File: src/rtl/wb_master_if_pkg.sv
// Shared definitions for the Wishbone master interface: FSM state encoding,
// bus widths and the default transfer timeout.
package wb_master_if_pkg;

   localparam int ADDR_W = 32;
   localparam int DATA_W = 32;
   localparam int SEL_W  = 4;
   localparam int CNT_W  = 8;

   localparam int DEFAULT_TIMEOUT_CYCLES = 255;

   typedef enum logic [1:0] {
      ST_IDLE      = 2'd0,
      ST_BUSY      = 2'd1,
      ST_WAIT_HOLD = 2'd2
   } state_t;

endpackage

File: src/rtl/wb_master_if.sv
// Wishbone classic master bridging a stalling CPU load/store port onto the bus.
// One transfer at a time; every transfer ends with cyc low for at least one
// cycle so each request presents a fresh cyc&stb rising edge.
module wb_master_if
   import wb_master_if_pkg::*;
#(
   parameter int                TIMEOUT_CYCLES = DEFAULT_TIMEOUT_CYCLES,
   parameter logic [DATA_W-1:0] RESET_DATA     = 32'h0000_0000
) (
   input  logic              wb_clk_i,
   input  logic              wb_rst_i,
   // CPU side
   input  logic              cpu_ce_i,
   input  logic              cpu_we_i,
   input  logic [ADDR_W-1:0] cpu_addr_i,
   input  logic [SEL_W-1:0]  cpu_sel_i,
   input  logic [DATA_W-1:0] cpu_data_i,
   output logic [DATA_W-1:0] cpu_data_o,
   input  logic              cpu_hold_i,
   input  logic              flush_i,
   output logic              stallreq_o,
   output logic              bus_err_o,
   // Bus side
   output logic              wb_cyc_o,
   output logic              wb_stb_o,
   output logic              wb_we_o,
   output logic [ADDR_W-1:0] wb_addr_o,
   output logic [SEL_W-1:0]  wb_sel_o,
   output logic [DATA_W-1:0] wb_data_o,
   input  logic [DATA_W-1:0] wb_data_i,
   input  logic              wb_ack_i,
   input  logic              wb_err_i
);

   // Counter value seen during the last permitted BUSY cycle (counter is 0 in the first).
   localparam logic [CNT_W-1:0] TIMEOUT_LIMIT = CNT_W'(TIMEOUT_CYCLES - 1);
   localparam logic [CNT_W-1:0] CNT_MAX       = {CNT_W{1'b1}};

   state_t              state_reg;
   logic [CNT_W-1:0]    cnt_reg;
   logic [DATA_W-1:0]   rbuf_reg;
   logic                cyc_reg;
   logic                stb_reg;
   logic                we_reg;
   logic [ADDR_W-1:0]   addr_reg;
   logic [SEL_W-1:0]    sel_reg;
   logic [DATA_W-1:0]   data_reg;
   logic                err_reg;

   logic busy;
   logic accept;
   logic timeout_hit;
   logic ack_read;

   assign busy        = (state_reg == ST_BUSY);
   assign accept      = (state_reg == ST_IDLE) && cpu_ce_i && !flush_i;
   assign timeout_hit = busy && (cnt_reg >= TIMEOUT_LIMIT);
   assign ack_read    = busy && wb_ack_i && !we_reg;

   // Stall while a request is being launched or is still outstanding on the bus;
   // the cycle that resolves the transfer releases the pipeline.
   assign stallreq_o = !wb_rst_i &&
                       (accept ||
                        (busy && !(wb_ack_i || wb_err_i || flush_i || timeout_hit)));

   // Read data is forwarded straight from the bus in the ack cycle so the CPU
   // can consume it without waiting for the buffer to update.
   assign cpu_data_o = ack_read ? wb_data_i : rbuf_reg;

   assign wb_cyc_o  = cyc_reg;
   assign wb_stb_o  = stb_reg;
   assign wb_we_o   = we_reg;
   assign wb_addr_o = addr_reg;
   assign wb_sel_o  = sel_reg;
   assign wb_data_o = data_reg;
   assign bus_err_o = err_reg;

   // Transfer FSM: launches requests, resolves ack/err/flush/timeout in priority
   // order flush > ack > err > timeout, and owns all registered outputs.
   always_ff @(posedge wb_clk_i or posedge wb_rst_i) begin
      if (wb_rst_i) begin
         state_reg <= ST_IDLE;
         cnt_reg   <= '0;
         rbuf_reg  <= RESET_DATA;
         cyc_reg   <= 1'b0;
         stb_reg   <= 1'b0;
         we_reg    <= 1'b0;
         addr_reg  <= '0;
         sel_reg   <= '0;
         data_reg  <= '0;
         err_reg   <= 1'b0;
      end else begin
         err_reg <= 1'b0;
         case (state_reg)
            ST_IDLE: begin
               if (accept) begin
                  we_reg    <= cpu_we_i;
                  addr_reg  <= cpu_addr_i;
                  sel_reg   <= cpu_sel_i;
                  data_reg  <= cpu_data_i;
                  cyc_reg   <= 1'b1;
                  stb_reg   <= 1'b1;
                  cnt_reg   <= '0;
                  state_reg <= ST_BUSY;
               end
            end
            ST_BUSY: begin
               if (cnt_reg != CNT_MAX) begin
                  cnt_reg <= cnt_reg + 1'b1;
               end
               if (flush_i) begin
                  cyc_reg   <= 1'b0;
                  stb_reg   <= 1'b0;
                  state_reg <= ST_IDLE;
               end else if (wb_ack_i) begin
                  cyc_reg <= 1'b0;
                  stb_reg <= 1'b0;
                  if (!we_reg) begin
                     rbuf_reg <= wb_data_i;
                  end
                  state_reg <= cpu_hold_i ? ST_WAIT_HOLD : ST_IDLE;
               end else if (wb_err_i || timeout_hit) begin
                  cyc_reg   <= 1'b0;
                  stb_reg   <= 1'b0;
                  err_reg   <= 1'b1;
                  state_reg <= ST_IDLE;
               end
            end
            ST_WAIT_HOLD: begin
               if (!cpu_hold_i || flush_i) begin
                  state_reg <= ST_IDLE;
               end
            end
            default: begin
               state_reg <= ST_IDLE;
            end
         endcase
      end
   end

endmodule

File: config.mk
export PLATFORM = sky130hd
export DESIGN_NAME = wb_master_if
export DESIGN_NICKNAME = d
export VERILOG_FILES = /design/src/rtl/wb_master_if_pkg.sv /design/src/rtl/wb_master_if.sv
export SDC_FILE = /design/constraint.sdc
export NUM_CORES = 1
export LEC_CHECK = 0
export BUFFER_PORTS_ARGS = -buffer_cell sky130_fd_sc_hd__buf_2
export CAP_MARGIN = 10
export CORE_UTILIZATION = 51
export DETAILED_ROUTE_END_ITERATION = 7
export PLACE_DENSITY = 0.85
export SLEW_MARGIN = 20
export SYNTH_ARGS = -nofsm -noshare
export SYNTH_HDL_FRONTEND = slang
export SYNTH_SLANG_ARGS = --single-unit
File: constraint.sdc
create_clock -name wb_clk_i -period 11.36 [get_ports wb_clk_i]
set_clock_uncertainty 0.15 [all_clocks]
set_input_delay 1.704 -clock wb_clk_i [delete_from_list [all_inputs] [get_ports wb_clk_i]]
set_output_delay 1.704 -clock wb_clk_i [all_outputs]
set_load 0.01 [all_outputs]
==> results of run 1 <==
## placed cells by master (no fill, tap or decap), types with 4 or more instances in the layout
| cell | instances |
|---|---|
| a21oi_1 | 7 |
| clkinvlp_4 | 4 |
| buf_4 | 5 |
| nor2_1 | 5 |
| o21ai_0 | 4 |
| dfrtp_1 | 113 |
| clkbuf_16 | 16 |
| clkinv_2 | 4 |
| buf_2 | 212 |
| nand2_1 | 214 |
| mux2_1 | 32 |
| mux2_2 | 33 |
## cells by family after synthesis
kind of cell	share of synthesized area
AND/OR/NAND/NOR	0.198
flip-flops	0.585
multiplexers	0.153
buffers and inverters	0.0277
AO/OA/AOI/OAI	0.0308
adder cells (fa/ha/maj)	0.00517
## cell usage after synthesis, drive strengths merged (2+ instances only)
| master | count | area [µm²] |
|---|---|---|
| nand2 | 215 | 807 |
| dfrtp | 113 | 2830 |
| mux2 | 65 | 732 |
| buf | 12 | 81.3 |
| clkbuf | 11 | 41.3 |
| a21oi | 7 | 35.0 |
| nor2 | 5 | 18.8 |
| and2 | 4 | 25.0 |
| o21ai | 4 | 20.0 |
| and3 | 3 | 18.8 |
| inv | 3 | 11.3 |
| nor2b | 3 | 18.8 |
| o31ai | 3 | 22.5 |
| a41oi | 2 | 17.5 |
| ha | 2 | 25.0 |
| nor3b | 2 | 26.3 |
| o211ai | 2 | 15.0 |
| or3 | 2 | 12.5 |
## metrics by stage
step / hold WS [ns] / power [mW] / instances
after CTS: 0.321 / 1.32 / 805
final: 0.318 / 1.30 / 805
after global placement: 0.302 / 0.818 / 773
after global routing: 0.338 / 1.37 / 805
after detailed placement: 0.307 / 0.837 / 773
after floorplan: 0.304 / 0.703 / 468
## metal layers
metal,GRT usage,vias to the layer above
li1,-,1949
met1,0.282,1858
met2,0.402,173
met3,0.0787,24
met4,0.0848,0
met5,0,-
## power breakdown
group | internal (mW) | switching [mW] | total (mW)
clock | 0.289 | 0.185 | 0.474
combinational | 0.143 | 0.153 | 0.296
sequential | 0.488 | 0.0446 | 0.533
total | 0.921 | 0.383 | 1.30
## critical path, cell delays in order
cell and delay (ns):
buf_2 0.11, nor3b_4 0.17, buf_4 0.39, mux2_2 0.40, buf_2 0.14
## final timing paths
path	from	to	slack, ns	depth (start not counted)
hold / removal	wb_addr_o[31]	wb_addr_o[31]	0.32	2
min in group asynchronous	wb_rst_i	cnt_reg[3]	1.16	2
hold reg to reg	wb_addr_o[31]	wb_addr_o[31]	0.32	2
setup reg to reg	state_reg[1]	rbuf_reg[8]	8.87	6
max in group asynchronous	wb_rst_i	wb_data_o[0]	8.71	3
setup / recovery	wb_ack_i	cpu_data_o[3]	6.57	5
## cell type report
type,count,area (µm²)
Inverter,3,13.8
Timing Repair Buffer,217,1100
Clock inverter,13,115
Tap cell,111,139
Clock buffer,19,422
Sequential cell,113,2830
Multi-Input combinational cell,329,1880
Fill cell,653,2700
==> results.sh, run 1 <==
export IMPL_clock_path_buffers=2
export IMPL_power_density_nw_per_um2=201
export IMPL_max_cap_viol_count=0
export IMPL_wl_met1_um=4740
export IMPL_cts_made_buffers=17
export IMPL_routed_wl_um=11300
export IMPL_synth_seq_area_share=0.585
export IMPL_ios=213
export IMPL_cts_setup_buffers=0
export IMPL_async_flop_share=1.00
export IMPL_met2_length_um=5590
export IMPL_yosysUniqueCellTypes=32
export IMPL_place_ws_ns=6.58
export IMPL_wl_met3_um=809
export IMPL_antenna_left=0
export IMPL_die_y_um=99.4
export IMPL_finalSetupViolCount=0
export IMPL_status="finished, final reports clean"
export IMPL_wl_per_cell_um=14.1
export IMPL_cts_tree="built"
export IMPL_finish_instance_area_um2=6500
export IMPL_end_kind="primary output"
export IMPL_hold_viol=0
export IMPL_rsz0062_at_grt="no"
export IMPL_setup_slack_ns=6.57
export IMPL_ys_flop_type="dfrtp_1"
export IMPL_fp_dieW_um=99.4
export IMPL_maxSlewHeadroom=0.493
export IMPL_dr_pass1_iters=4
export IMPL_cts_htree_levels=4
export IMPL_fin_util=0.706
export IMPL_cp_max_fo=33
export IMPL_syn_area_um2=4840
export IMPL_grt_max_degree=72
export IMPL_cts_root_buf="clkbuf_8"
export IMPL_tightest_slew_ns=0.761
export IMPL_worstSetupPathType="in2out"
export IMPL_nNetsFinal=791
export IMPL_gp_congestion=0.792
export IMPL_final_max_slew_viol_count=0
export IMPL_antennaDiodeCount=0
export IMPL_synth_area_per_cell_um2=10.3
export IMPL_clock_fmax_mhz=209
export IMPL_synth_edf_count=0
export IMPL_hold_class="reg2reg"
export IMPL_grt_pass1_wl_um=18300
export IMPL_antenna_found_initial=0
export IMPL_start_kind="input pin"
export IMPL_rows=35
export IMPL_syn_nets=578
export IMPL_grt_pass1_vias=3989
export IMPL_layout_min_cycle_time_ns=4.79
export IMPL_clock_sinks=113
export IMPL_drc_errors=0
export IMPL_syn_inst=468
export IMPL_core_um2=9200
export IMPL_cts_hold_buf=0
export IMPL_gr_total_overflow=0
export IMPL_finalCritPeriodShare=0.421
export IMPL_first_iter_violations=98
export IMPL_cts_resized=0
export IMPL_via_count=4004
export IMPL_top_layer="met4"
export IMPL_synthToLayoutAreaGrowth_pct=34.3
export IMPL_start_util=0.526
export IMPL_grt_use_total=0.237
export IMPL_leakagePower_nw=3.57
export IMPL_cp_required_ns=9.51
export IMPL_cp_arrival_ns=2.93
export IMPL_irDropWorstVdd_mv=0.127
export IMPL_port_buffers=212
export IMPL_yosysWarnings=0
export IMPL_dp_hpwl_um=7980
export IMPL_clock_latency_ns=0.49
export IMPL_via_per_inst=4.97
export IMPL_setup_tns_ns=0
export IMPL_ys_seq_elements=113
export IMPL_post_dp_cell_area_um2=5960
export IMPL_die_area_um2=9880
export IMPL_post_route_cells_drive_above_1_share=0.414
export IMPL_clk_pin_slew_ns=0.05
No activity file was read; power rests on OpenSTA's default activity.
==> run 2, diff against run 1 <==
--- a/config.mk
+++ b/config.mk
@@ -7,9 +7,9 @@
 export LEC_CHECK = 0
 export BUFFER_PORTS_ARGS = -buffer_cell sky130_fd_sc_hd__buf_2
 export CAP_MARGIN = 10
-export CORE_UTILIZATION = 51
+export CORE_UTILIZATION = 43
 export DETAILED_ROUTE_END_ITERATION = 7
-export PLACE_DENSITY = 0.85
+export PLACE_DENSITY = 0.77
 export SLEW_MARGIN = 20
 export SYNTH_ARGS = -nofsm -noshare
 export SYNTH_HDL_FRONTEND = slang
==> constraint.sdc (replaced) <==
create_clock -name wb_clk_i -period 4 [get_ports wb_clk_i]
set_clock_uncertainty 0.15 [all_clocks]
set_input_delay 0.6 -clock wb_clk_i [delete_from_list [all_inputs] [get_ports wb_clk_i]]
set_output_delay 0.6 -clock wb_clk_i [all_outputs]
set_load 0.01 [all_outputs]
==> run 2 against run 1 <==
Effect of this change: core utilization shrank 9.0 points; sequential cell count is the same; first-iteration DRC count grew 62%; total power grew to 3.2 times the previous value; worst setup slack lost 5.6 ns; via count grew 0.25%; design area grew 3.3%; sequential share of layout area shrank 1.4 points; global-route usage shrank 3.6 points.
==> results.sh, run 2 (synthesis results as in run 1) <==
export IMPL_status="finished, final reports clean"
export IMPL_setup_slack_ns=0.982
export IMPL_grt_pass1_wl_um=18000
export IMPL_min_delay_path_depth=3
export IMPL_via_per_inst=4.80
export IMPL_cts_made_buffers=17
export IMPL_rows=38
export IMPL_cp_max_fo=33
export IMPL_rsz0062_at_grt="no"
export IMPL_clock_latency_ns=0.50
export IMPL_antenna_found_initial=0
export IMPL_final_cell_mix="nand2_1, buf_2, dfrtp_1"
export IMPL_cpPeakStageDelay_ns=0.50
export IMPL_synthToLayoutAreaGrowth_pct=38.8
export IMPL_antenna_left=0
export IMPL_layout_commonest_cell="nand2_1"
export IMPL_cts_resized=0
export IMPL_start_kind="flop"
export IMPL_hold_end="wb_data_o[28]"
export IMPL_via_count=4014
export IMPL_core_um2=10900
export IMPL_clock_path_buffers=2
export IMPL_first_iter_violations=159
export IMPL_grt_max_degree=72
export IMPL_clock_fmax_mhz=331
export IMPL_fp_dieW_um=108
export IMPL_dp_hpwl_um=8150
export IMPL_wl_per_cell_um=13.7
export IMPL_end_kind="primary output"
export IMPL_ios=213
export IMPL_cp_cell_sequence="nand2b_2 -> nor3b_4 -> buf_4 -> mux2_2 -> buf_2"
export IMPL_drc_errors=0
export IMPL_worstReg2RegEnd="rbuf_reg[23]"
export IMPL_leakagePower_nw=3.66
export IMPL_maxSlewHeadroom=0.521
export IMPL_gr_total_overflow=0
export IMPL_power_mw=4.11
export IMPL_place_ws_ns=1.39
export IMPL_slowest_stage="dfrtp_1"
export IMPL_hold_viol=0
export IMPL_post_route_cells_drive_above_1_share=0.415
export IMPL_dr_pass1_iters=4
export IMPL_cts_setup_buffers=0
export IMPL_cp_required_ns=3.25
export IMPL_fin_util=0.617
export IMPL_start_util=0.444
export IMPL_max_cap_viol_count=0
export IMPL_finalCritPeriodShare=0.755
export IMPL_tightest_slew_ns=0.719
export IMPL_port_buffers=212
export IMPL_whs_ns=0.132
export IMPL_worstSetupPathType="reg2out"
export IMPL_setup_tns_ns=0
export IMPL_routed_wl_um=11500
export IMPL_worstHoldStart="cpu_data_i[28]"
export IMPL_grt_use_total=0.200
export IMPL_cts_hold_buf=0
export IMPL_rrSetupSlack_ns=1.53
export IMPL_cts_tree="built"
export IMPL_clk_pin_slew_ns=0.05
export IMPL_layout_min_cycle_time_ns=3.02
export IMPL_die_area_um2=11700
export IMPL_cts_root_buf="clkbuf_8"
export IMPL_r2r_start="state_reg[0]"
export IMPL_finalSetupViolCount=0
export IMPL_multi_input_area_um2=1880
export IMPL_antennaDiodeCount=0
export IMPL_cp_arrival_ns=2.27
export IMPL_nNetsFinal=793
export IMPL_cts_htree_levels=4
export IMPL_grt_pass1_vias=3919
export IMPL_irDropWorstVdd_mv=0.274
export IMPL_die_y_um=108
export IMPL_regArea_um2=2830
export IMPL_power_density_nw_per_um2=612
export IMPL_fillers=896
export IMPL_hold_class="in2reg"
export IMPL_clock_sinks=113
export IMPL_r2r_cells=6
export IMPL_final_max_slew_viol_count=0
export IMPL_gp_congestion=0.737
-- run 2: stage by stage --
step	cell area (µm²)	cells
after floorplan	4840	468
after global placement	6010	804
after detailed placement	6010	804
after CTS	6710	836
after global routing	6710	836
final	6710	836
-- run 2: per-layer routing --
layer	track usage	up-vias	share of wire
met5	0	-	0
met4	0.0822	0	0.022
met3	0.0615	22	0.067
met2	0.333	161	0.48
met1	0.241	1877	0.43
li1	-	1954	-
-- run 2: worst max-delay path: cells and delay by family (launching register included) --
| kind | cells | cell delay [ns] |
|---|---|---|
| buf+inv | 2 | 0.52 |
| flops | 1 | 0.50 |
| mux | 1 | 0.39 |
| simple gates | 2 | 0.34 |
-- run 2: worst max-delay path by stage --
stage	start	end	slack, ns	depth (start not counted)
after floorplan	wb_rst_i	stallreq_o	0.59	2
after global placement	flush_i	wb_we_o	1.49	6
after detailed placement	flush_i	wb_addr_o[19]	1.39	6
after CTS	state_reg[0]	cpu_data_o[30]	0.96	5
after global routing	state_reg[0]	cpu_data_o[30]	0.88	5
final	state_reg[0]	cpu_data_o[30]	0.98	5
-- run 2: final cells by class --
cell class | count | share of cell area
sequential | 113 | 0.421
multi-input combinational | 329 | 0.280
timing repair buffer | 219 | 0.166
clock buffer | 23 | 0.0710
clock inverter | 9 | 0.0334
tap | 140 | 0.0261
inverter | 3 | 0.00224
-- run 2: report_power, final --
part	internal, mW	total, mW	leakage, nW	switching (mW)
combinational	0.408	0.835	1.91	0.427
clock	1.27	1.76	0.342	0.496
sequential	1.39	1.51	1.41	0.124
